--- src/rtl/bsg_manycore_vcache_pkg.sv ---
// Shared types and sizing helpers for the vcache DMA arbiter.
package bsg_manycore_vcache_pkg;

    typedef enum logic {
        IDLE  = 1'b0,
        WRITE = 1'b1
    } state_e;

    function automatic int beats_f(input int block_words, input int data_w, input int dma_w);
        return block_words * data_w / dma_w;
    endfunction

    // DMA packet layout, MSB first: {write_not_read, addr}
    function automatic int dma_pkt_width_f(input int addr_w);
        return addr_w + 1;
    endfunction

endpackage

--- src/rtl/bsg_manycore_vcache_dma_resp_steer.sv ---
// Fill-data steering: FIFO of requesting cache ids, per-packet beat counter and
// valid demux toward the cache at the head of the FIFO.
module bsg_manycore_vcache_dma_resp_steer #(
    parameter int num_cache_p      = 4,
    parameter int dma_data_width_p = 32,
    parameter int els_p            = 4,
    parameter int beats_p          = 8,
    parameter int id_width_p       = 2
) (
    input  logic                                   clk_i,
    input  logic                                   reset_i,
    input  logic                                   push_v,
    input  logic [id_width_p-1:0]                  push_id,
    output logic                                   full,
    input  logic [dma_data_width_p-1:0]            mem_data,
    input  logic                                   mem_data_v,
    output logic                                   mem_data_ready,
    output logic [num_cache_p*dma_data_width_p-1:0] dma_data,
    output logic [num_cache_p-1:0]                 dma_data_v,
    input  logic [num_cache_p-1:0]                 dma_data_ready
);

    localparam int ptr_w  = (els_p > 1) ? $clog2(els_p) : 1;
    localparam int cnt_w  = $clog2(els_p + 1);
    localparam int beat_w = (beats_p > 1) ? $clog2(beats_p) : 1;
    localparam logic [ptr_w-1:0]  last_ptr  = ptr_w'(els_p - 1);
    localparam logic [beat_w-1:0] last_beat = beat_w'(beats_p - 1);

    logic [id_width_p-1:0] ids [els_p];
    logic [ptr_w-1:0]      rd_ptr, wr_ptr;
    logic [cnt_w-1:0]      count;
    logic [beat_w-1:0]     beat;
    logic [id_width_p-1:0] head;
    logic                  empty, hs, pop;

    assign empty = (count == '0);
    assign full  = (count == cnt_w'(els_p));
    assign head  = ids[rd_ptr];

    assign mem_data_ready = ~empty & dma_data_ready[head];
    assign hs             = mem_data_v & mem_data_ready;
    assign pop            = hs & (beat == last_beat);
    assign dma_data       = {num_cache_p{mem_data}};

    always_comb begin
        dma_data_v = '0;
        for (int i = 0; i < num_cache_p; i++)
            dma_data_v[i] = mem_data_v & ~empty & (head == id_width_p'(i));
    end

    always_ff @(posedge clk_i) begin
        if (push_v) ids[wr_ptr] <= push_id;
    end

    always_ff @(posedge clk_i) begin
        if (reset_i) begin
            rd_ptr <= '0;
            wr_ptr <= '0;
            count  <= '0;
            beat   <= '0;
        end else begin
            if (push_v) wr_ptr <= (wr_ptr == last_ptr) ? '0 : wr_ptr + 1'b1;
            if (pop)    rd_ptr <= (rd_ptr == last_ptr) ? '0 : rd_ptr + 1'b1;
            case ({push_v, pop})
                2'b10:   count <= count + 1'b1;
                2'b01:   count <= count - 1'b1;
                default: count <= count;
            endcase
            if (hs) beat <= pop ? '0 : beat + 1'b1;
        end
    end

endmodule

--- src/rtl/bsg_manycore_vcache_dma_arbiter.sv ---
// Shares one memory DMA channel among num_cache_p vcache DMA ports.
// Optional per-cache grant counters: BSG_MANYCORE_VCACHE_DMA_ARBITER_STATS_EN.
module bsg_manycore_vcache_dma_arbiter
    import bsg_manycore_vcache_pkg::*;
#(
    parameter int num_cache_p           = 4,
    parameter int addr_width_p          = 28,
    parameter int data_width_p          = 32,
    parameter int block_size_in_words_p = 8,
    parameter int dma_data_width_p      = 32,
    parameter int read_fifo_els_p       = 4,
    localparam int beats_lp     = beats_f(block_size_in_words_p, data_width_p, dma_data_width_p),
    localparam int id_width_lp  = (num_cache_p > 1) ? $clog2(num_cache_p) : 1,
    localparam int pkt_width_lp = dma_pkt_width_f(addr_width_p)
) (
    input  logic                                    clk_i,
    input  logic                                    reset_i,
    input  logic [num_cache_p*pkt_width_lp-1:0]     dma_pkt_i,
    input  logic [num_cache_p-1:0]                  dma_pkt_v_i,
    output logic [num_cache_p-1:0]                  dma_pkt_yumi_o,
    output logic [num_cache_p*dma_data_width_p-1:0] dma_data_o,
    output logic [num_cache_p-1:0]                  dma_data_v_o,
    input  logic [num_cache_p-1:0]                  dma_data_ready_i,
    input  logic [num_cache_p*dma_data_width_p-1:0] dma_data_i,
    input  logic [num_cache_p-1:0]                  dma_data_v_i,
    output logic [num_cache_p-1:0]                  dma_data_yumi_o,
    output logic [pkt_width_lp-1:0]                 mem_pkt_o,
    output logic [id_width_lp-1:0]                  mem_pkt_id_o,
    output logic                                    mem_pkt_v_o,
    input  logic                                    mem_pkt_yumi_i,
    input  logic [dma_data_width_p-1:0]             mem_data_i,
    input  logic                                    mem_data_v_i,
    output logic                                    mem_data_ready_o,
    output logic [dma_data_width_p-1:0]             mem_data_o,
    output logic                                    mem_data_v_o,
    input  logic                                    mem_data_yumi_i,
    output logic [num_cache_p*32-1:0]               stat_o
);

    localparam int cnt_width_lp = (beats_lp > 1) ? $clog2(beats_lp) : 1;
    localparam logic [cnt_width_lp-1:0] wr_last_lp = cnt_width_lp'(beats_lp - 1);
    localparam logic [id_width_lp-1:0]  last_id_lp = id_width_lp'(num_cache_p - 1);

    typedef struct packed {
        logic                    write_not_read;
        logic [addr_width_p-1:0] addr;
    } dma_pkt_s;

    dma_pkt_s [num_cache_p-1:0]                        pkts;
    logic [num_cache_p-1:0][dma_data_width_p-1:0]      wdata;
    state_e                                            state_r, state_n;
    logic [id_width_lp-1:0]                            rr_ptr_r, winner, wr_id_r;
    logic [cnt_width_lp-1:0]                           wr_cnt_r;
    logic [num_cache_p-1:0]                            req;
    logic                                              found, grant, push_v, fifo_full;
    int                                                scan;

    assign pkts  = dma_pkt_i;
    assign wdata = dma_data_i;

    // Reads need an id FIFO slot; writes never do.
    always_comb begin
        req = '0;
        for (int i = 0; i < num_cache_p; i++)
            req[i] = dma_pkt_v_i[i] & (pkts[i].write_not_read | ~fifo_full);
    end

    always_comb begin
        found  = 1'b0;
        winner = '0;
        scan   = 0;
        for (int k = 0; k < num_cache_p; k++) begin
            scan = int'(rr_ptr_r) + k;
            if (scan >= num_cache_p) scan = scan - num_cache_p;
            if (!found && req[scan]) begin
                found  = 1'b1;
                winner = id_width_lp'(scan);
            end
        end
    end

    assign mem_pkt_o    = pkts[winner];
    assign mem_pkt_id_o = winner;
    assign mem_data_o   = wdata[wr_id_r];
    assign push_v       = grant & ~pkts[winner].write_not_read;

    always_comb begin
        state_n         = state_r;
        mem_pkt_v_o     = 1'b0;
        grant           = 1'b0;
        dma_pkt_yumi_o  = '0;
        mem_data_v_o    = 1'b0;
        dma_data_yumi_o = '0;
        case (state_r)
            IDLE: begin
                mem_pkt_v_o = found;
                grant       = found & mem_pkt_yumi_i;
                if (grant) begin
                    dma_pkt_yumi_o[winner] = 1'b1;
                    if (pkts[winner].write_not_read) state_n = WRITE;
                end
            end
            WRITE: begin
                mem_data_v_o             = dma_data_v_i[wr_id_r];
                dma_data_yumi_o[wr_id_r] = mem_data_yumi_i;
                if (mem_data_yumi_i && wr_cnt_r == wr_last_lp) state_n = IDLE;
            end
            default: state_n = IDLE;
        endcase
    end

    always_ff @(posedge clk_i) begin
        if (reset_i) begin
            state_r  <= IDLE;
            rr_ptr_r <= '0;
            wr_id_r  <= '0;
            wr_cnt_r <= '0;
        end else begin
            state_r <= state_n;
            if (grant) begin
                rr_ptr_r <= (winner == last_id_lp) ? '0 : winner + 1'b1;
                if (pkts[winner].write_not_read) begin
                    wr_id_r  <= winner;
                    wr_cnt_r <= '0;
                end
            end else if (state_r == WRITE && mem_data_yumi_i) begin
                wr_cnt_r <= (wr_cnt_r == wr_last_lp) ? '0 : wr_cnt_r + 1'b1;
            end
        end
    end

    bsg_manycore_vcache_dma_resp_steer #(
        .num_cache_p     (num_cache_p),
        .dma_data_width_p(dma_data_width_p),
        .els_p           (read_fifo_els_p),
        .beats_p         (beats_lp),
        .id_width_p      (id_width_lp)
    ) resp_steer (
        .clk_i         (clk_i),
        .reset_i       (reset_i),
        .push_v        (push_v),
        .push_id       (winner),
        .full          (fifo_full),
        .mem_data      (mem_data_i),
        .mem_data_v    (mem_data_v_i),
        .mem_data_ready(mem_data_ready_o),
        .dma_data      (dma_data_o),
        .dma_data_v    (dma_data_v_o),
        .dma_data_ready(dma_data_ready_i)
    );

`ifdef BSG_MANYCORE_VCACHE_DMA_ARBITER_STATS_EN
    logic [num_cache_p-1:0][31:0] stat_r;

    always_ff @(posedge clk_i) begin
        for (int i = 0; i < num_cache_p; i++) begin
            if (reset_i)
                stat_r[i] <= '0;
            else if (grant && winner == id_width_lp'(i) && stat_r[i] != '1)
                stat_r[i] <= stat_r[i] + 1'b1;
        end
    end

    assign stat_o = stat_r;
`else
    assign stat_o = '0;
`endif

endmodule
--- config.mk ---
export PLATFORM = sky130hd
export DESIGN_NAME = bsg_manycore_vcache_dma_arbiter
export DESIGN_NICKNAME = d
export VERILOG_FILES = /design/src/rtl/bsg_manycore_vcache_pkg.sv /design/src/rtl/bsg_manycore_vcache_dma_resp_steer.sv /design/src/rtl/bsg_manycore_vcache_dma_arbiter.sv
export SDC_FILE = /design/constraint.sdc
export NUM_CORES = 1
export LEC_CHECK = 0
export BUFFER_PORTS_ARGS = -buffer_cell sky130_fd_sc_hd__buf_2
export CORE_AREA = 4 4 243 245
export DETAILED_ROUTE_END_ITERATION = 10
export DIE_AREA = 0 0 247 249
export PLACE_DENSITY = 0.4
export SYNTH_ARGS = -nofsm -noshare
export SYNTH_HDL_FRONTEND = slang
export SYNTH_SLANG_ARGS = --single-unit
export TNS_END_PERCENT = 30
--- constraint.sdc ---
create_clock -name clk_i -period 3.1 [get_ports clk_i]
set_input_delay 0.155 -clock clk_i [delete_from_list [all_inputs] [get_ports clk_i]]
set_output_delay 0.155 -clock clk_i [all_outputs]
set_load 0.1 [all_outputs]
# Word level (Yosys, flattened, before mapping)
# Memory sizes are Yosys's and may differ from the RTL's. A register that Yosys moved wholly into a read port is not among the register bits.
# Cells that the tools add are included.
# word_totals
wordCells,146
ramBits,8
mem_count,1
ff_bits,18
# memory_table
name,depth,word_bits,read_ports,rd_clocked_by_memory_dff,write_ports,line,text
resp_steer.ids,4,2,1,1,1,bsg_manycore_vcache_dma_resp_steer.sv:29,logic [id_width_p-1:0] ids [els_p];
# op_classes
n_addsub,14
eq_ne,12
magnitude_cmp,13
bitwise,23
n_reduce_logical,16
muxes,59
# op_table
cell,count
$mux W32,5
$lt A32 B4 Y1 const B,4
$bmux W32 S2,1
$bmux W29 S2,1
$mux W29,1
$mux W1,24
$mux W2,9
$mux W3,5
$and A1 B1 Y1,14
$bmux W1 S2,6
$eq A2 B2 Y1 const B,6
$mux W4,3
$sub A3 B3 Y4 const B,3
$add A3 B1 Y3 const B,3
$eq A3 B3 Y1 const B,3
$ge A3 B3 Y1 const B,3
$lt A2 B3 Y1 const B,3
$logic_and A1 B1 Y1,7
$add A2 B1 Y2 const B,3
$add A2 B2 Y3 const B,2
$pmux W3 S2,1
$and A4 B4 Y4,1
$demux W1 S2,2
$eq A2 B1 Y1 const B,2
other kinds (14),25

# Logic depth before layout (Yosys ltp)
# logic_depth
ltp_word,23
depth_mapped,15
depth_no_buf,14

# Modules after synthesis
# A second synthesis with hierarchy kept.
# hier_totals
hier_cells,625
hier_area_um2,5270.1
# by_module_without_submodules
mod,instances,cells_each,area_per_inst_um2
bsg_manycore_vcache_dma_arbiter,1,410,3340.7
bsg_manycore_vcache_dma_resp_steer,1,215,1929.4

# Worst setup path after synthesis
# No wires, ideal clock.
# synth_path
kind,register to register
startpoint,reg resp_steer.count[1]
endpoint,reg resp_steer.count[2]
n_path_buf,1
required_time_ps,3029
stages_incl_launch_ff,15
setup_ps,71
period_less_slack_ps,4474
t_arrival_ps,4403
slack_ps,-1374
cell_sequence,dfxtp_1 > buf_4 > or3b_1 > o21ai_1 > and2_1 > a31oi_1 > nand2_1 > nor3_4 > inv_1 > ha_1 > inv_1 > fa_1 > xor2_1 > or3_1 > a21oi_1
# synth_between
elab_chain_cells,23
# synth_rtl
element,line,text
from (decl),bsg_manycore_vcache_dma_resp_steer.sv:31,logic [cnt_w-1:0] count;
from (signal assigned),bsg_manycore_vcache_dma_resp_steer.sv:65,2'b10: count <= count + 1'b1;
from (signal assigned),bsg_manycore_vcache_dma_resp_steer.sv:66,2'b01: count <= count - 1'b1;
from (signal assigned),bsg_manycore_vcache_dma_resp_steer.sv:67,default: count <= count;
$eq A3 B3 Y1,bsg_manycore_vcache_dma_resp_steer.sv:37,assign full = (count == cnt_w'(els_p));
$not A1 Y1,bsg_manycore_vcache_dma_arbiter.sv:65,req[i] = dma_pkt_v_i[i] & (pkts[i].write_not_read | ~fifo_full);
$or A1 B1 Y1,bsg_manycore_vcache_dma_arbiter.sv:65,
$and A1 B1 Y1,bsg_manycore_vcache_dma_arbiter.sv:65,
$bmux W1 S2,bsg_manycore_vcache_dma_arbiter.sv:75,if (!found && req[scan]) begin
$mux W1 (implied by the code) (2 in series),bsg_manycore_vcache_dma_arbiter.sv:75,
$mux W1,bsg_manycore_vcache_dma_arbiter.sv:75,
$logic_not A1 Y1,bsg_manycore_vcache_dma_arbiter.sv:75,
(+6 left out),--,
$logic_and A1 B1 Y1,bsg_manycore_vcache_dma_arbiter.sv:75,
$mux W2,bsg_manycore_vcache_dma_arbiter.sv:75,
$bmux W29 S2,bsg_manycore_vcache_dma_arbiter.sv:85,assign push_v = grant & ~pkts[winner].write_not_read;
$mux W29 (implied by the code),bsg_manycore_vcache_dma_arbiter.sv:85,
$not A1 Y1,bsg_manycore_vcache_dma_arbiter.sv:85,
$and A1 B1 Y1,bsg_manycore_vcache_dma_arbiter.sv:85,
$eq A2 B1 Y1 / $eq A2 B2 Y1 (equally long branches),bsg_manycore_vcache_dma_resp_steer.sv:64,"case ({push_v, pop})"
$pmux W3 S2 / $reduce_bool A2 Y1 (equally long branches),--,
# Parallel ways exist; a longest one is shown, timed or not. The select of a mux whose other input is x is not followed.
# A chain may end at the register's enable or synchronous reset.

# Final worst setup path
# Same ends and word-level chain as after synthesis.

==> impl_summary.md <==
GRT
The initial antenna violation count is 8. The maximum number of pins on one net before global-route repair is 66. For this run the aggregate overflow at the end of global routing stands at 0.

The global router's overall resource usage is 5.98%. The first global-routing pass estimated 28400 um of wire. The number of global-route vias before repair came to 4560.

Power
The internal power of the cells totals 0.00144 W. In this run the power density over the cells is 517 nW/um^2. The leakage power figure is 3.59 nW. Of the total power, the share spent switching nets is 63.2%. The fraction of power consumed by sequential logic is 11.2%.

Per report_power, the clock group accounts for 7.8% of the total. The power share of the combinational group is 81.1%. The worst-case IR drop observed on VDD is 0.000244 V. The total net switching power is 0.00247 W.

Die
From bottom edge to top edge, the die measures 249 um. 627 I/O pins were placed. The total die area is 61500 sq um.

Once the floorplan was initialized, standard cells occupied 9.68% of the core. The floorplan die width is 247 um. The core region is 57100 sq um. Row generation in the floorplan step produced 88 rows.

Finish
The area growth from synthesis to layout is 36.5%. Registers take 649 sq um. The share of cells above drive strength 1 is 58.6%. The area of combinational cells with multiple inputs is 3320 sq um. The number of fillers in the final layout is 6553. In the layout the commonest cells are 304 x sky130_fd_sc_hd__buf_2, 128 x sky130_fd_sc_hd__conb_1, 36 x sky130_fd_sc_hd__mux4_2. Leaving out fill and tap cells, the most frequent cell in the layout is sky130_fd_sc_hd__buf_2. After routing the design area is 7550 sq um. The antenna cell count is 0. The net count of the finished layout is 1128.

Critical path
The start-to-end type of the worst setup path is reg -> reg. The worst setup path is launched from a register. The critical register-to-register path startpoint is resp_steer.count[1]. The arrival time at the worst endpoint is 3300 ps. Setup slack on the worst reg-to-reg path comes out at 0.8 ps. The number of cells on the worst reg-to-reg path is 13. STA puts the critical path data required time at 3300 ps. In this run the worst path has a maximum fanout of 5. The endpoint of the lowest-slack register-to-register path is resp_steer.count[2]. The worst setup path is captured at a register.

Detailed routing
The first detailed-routing pass took 4 iterations. In the final routed layout, each cell accounts on average for 13.2 um. In this run, the number of DRC markers left after iteration 0 of detailed routing was 128. The count of nets left with antenna violations once routing finished came out at 0. In the routed design, unresolved DRC markers number 0.

The average via count per standard cell is 2.89. The total wirelength of the detailed-routed design is 20900 um. The total vias in the final route is 4581.

Timing
The worst max-slew margin expressed relative to the limit is 43.9%. In the final timing run, aggregate negative setup slack is 0 ps. The transition time of the tightest slew-check pin is 841 ps. The number of failing hold endpoints at the final stage is 0.

The top achievable clock speed is 323 MHz. The clock tree skew after final layout is 9.47 ps. The final worst hold slack is 295 ps. The setup slack of the critical path after layout is 0.756 ps.

The ratio of final minimum period to clock period is 100%. The routed design could run at a clock period as short as 3100 ps. Setup repair after global routing could not meet its margin everywhere. The final max-slew violation count is 0. The number of failing setup endpoints in the final timing report is 0.

Placed design
The post-detailed-placement half-perimeter wirelength is 18400 um. The standard cell area after detailed placement is 7300 sq um. The final weighted congestion of routability-driven global placement is 0.873. The post-place setup slack is 1.84 ps.

Input and output buffers added on the ports amount to 338.

Synth
The cell taking the most area after synthesis is sky130_fd_sc_hd__buf_4. The proportion of register bits with asynchronous set or reset after synthesis is 0%. Summed over its instances, the top area cell type makes up 34.9% of the synthesized netlist area.

The netlist area before placement is 5530 sq um. The average cell area after synthesis is 9.22 sq um. The number of flops mapped to enable cells by yosys is 8. Ranked by total cell area, the synthesized netlist is headed by sky130_fd_sc_hd__buf_4 35%, sky130_fd_sc_hd__mux4_2 15%, sky130_fd_sc_hd__mux2_4 7.3%.

The Yosys step of the flow raised 0 warnings. Among all flip-flop cells after synthesis, the most frequent one is sky130_fd_sc_hd__dfxtp_1. The number of standard cells after synthesis is 600. The netlist uses 60 different library cells. The post-synthesis sequential element count is 28. Of the synthesized area, sequential elements account for 11.6%.

Clock network
In this run, CTS created clock tree buffers numbering 3. CTS built an H-tree with a depth of 1. The later pin in the worst-skew pair is clocked with a latency of 260 ps.

After clock tree synthesis, the clock-pin slew on the worst setup and hold paths is 70 ps. The number of buffers inserted by hold repair at cts is 0. The cell sitting at the root of the clock tree is a sky130_fd_sc_hd__clkbuf_16. TritonCTS built the clock tree. Counting along the longest clock path gives a buffer depth of 2. The clock sink count is 28.

Worst hold path
The startpoint identified for the worst hold timing path is reset_i. The endpoint of the worst hold path is resp_steer.count[0]. The path category of the worst min-delay check is in -> reg. The worst hold path passes through 2 cells.

Run status
The flow ran to the end, and the final reports show no timing, DRC or antenna violations.

Job
The tool flagged a number of max-cap violations equal to 0.
==> synthesized netlist by cell type (3+ instances only) <==
cell                       count
sky130_fd_sc_hd__o21ai_2       3
sky130_fd_sc_hd__dfxtp_1      20
sky130_fd_sc_hd__nor2_1       35
sky130_fd_sc_hd__clkbuf_1      6
sky130_fd_sc_hd__nor3_1        4
sky130_fd_sc_hd__mux2i_1      31
sky130_fd_sc_hd__buf_4       257
sky130_fd_sc_hd__nor3b_1       3
sky130_fd_sc_hd__inv_1        13
sky130_fd_sc_hd__buf_1         3
sky130_fd_sc_hd__mux2_4       27
sky130_fd_sc_hd__ha_1         14
sky130_fd_sc_hd__nand2_1      18
sky130_fd_sc_hd__edfxtp_1      8
sky130_fd_sc_hd__a21oi_1      38
sky130_fd_sc_hd__and2_1        8
sky130_fd_sc_hd__and3_1        5
sky130_fd_sc_hd__or3_1         3
sky130_fd_sc_hd__nand3_1       6
sky130_fd_sc_hd__buf_6         9
sky130_fd_sc_hd__buf_2         5
sky130_fd_sc_hd__mux4_2       36
==> cell families after synthesis <==
kind of cell | after synthesis | share of synthesized area [%]
compound gates | 68 | 8.67
other cells | 1 | 0.0678
simple gates | 96 | 9.17
mux | 95 | 27.8
fa+ha+maj | 15 | 3.53
buf+inv | 295 | 38.9
flops | 28 | 11.6
xor+xnor | 2 | 0.317
==> flip-flops by register name, indices dropped and copies added, names as in the netlist, named ones only <==
| register | cells |
|---|---|
| resp_steer.beat | 3 |
| resp_steer.count | 3 |
| resp_steer.ids | 8 |
| resp_steer.rd_ptr | 2 |
| resp_steer.wr_ptr | 2 |
| rr_ptr_r | 2 |
| state_r | 1 |
| wr_cnt_r | 3 |
| wr_id_r | 2 |
==> layer usage <==
metal | share of wire, % | vias to the layer above | track usage (%)
li1 | - | 2136 | -
met1 | 39 | 2086 | 7.39
met2 | 48 | 331 | 10.1
met3 | 12 | 20 | 2.70
met4 | 0.37 | 8 | 0.259
met5 | 0.26 | - | 0
==> critical path, cell delays in order, from the launching register on <==
cell and delay (ps):
sky130_fd_sc_hd__dfxtp_4 360, sky130_fd_sc_hd__or4b_4 580, sky130_fd_sc_hd__o211ai_1 140, sky130_fd_sc_hd__a32o_2 320, sky130_fd_sc_hd__and3_4 220, sky130_fd_sc_hd__o21a_4 140, sky130_fd_sc_hd__nor3_4 40, sky130_fd_sc_hd__inv_1 70
sky130_fd_sc_hd__ha_2 180, sky130_fd_sc_hd__inv_2 40, sky130_fd_sc_hd__fa_2 320, sky130_fd_sc_hd__xor2_1 160, sky130_fd_sc_hd__or3_1 330, sky130_fd_sc_hd__a21oi_2 140
==> per-stage QoR <==
stage                     util (%)  total power, W  cells
final                         13.2         0.00390   1584
after global routing          13.2         0.00407   1584
after CTS                     12.9         0.00389   1579
after detailed placement      12.8         0.00358   1575
after global placement        12.8         0.00357   1575
after floorplan                  -         0.00368    727
==> final cells by class <==
type	count	share of cell area, %
multi-input combinational	404	44.0
timing repair buffer	368	32.9
tap	765	12.7
sequential	28	8.61
clock buffer	4	1.04
inverter	15	0.779
==> what timing repair did <==
item / 4_1_cts / 5_1_grt
endpoints found under the setup margin: 1 / 32
buffers inserted: 0 / 4
resized for setup: 0 / 30
gates cloned: 0 / 1
pin swaps: 1 / 8
==> power groups by stage <==
stage	Clock (W)	Sequential (W)	Combinational [W]
floorplan	0	0.000421	0.00326
finish	0.000303	0.000436	0.00316
CTS	0.000317	0.000438	0.00314
global placement	0	0.000445	0.00313
detailed placement	0	0.000446	0.00313
global route	0.000332	0.000443	0.00329
==> worst max path at each step <==
stage                        start                   to  slack (ps)
2_1_floorplan  resp_steer.count[0]        mem_pkt_o[12]        -470
3_3_place_gp   resp_steer.count[0]  resp_steer.count[2]           4
3_5_place_dp   resp_steer.count[0]  resp_steer.count[2]           2
4_1_cts        resp_steer.count[1]  resp_steer.count[2]          20
5_1_grt        resp_steer.count[0]  resp_steer.count[2]        -130
6_report       resp_steer.count[1]  resp_steer.count[2]         0.8
No activity file was read; power rests on OpenSTA's default activity.
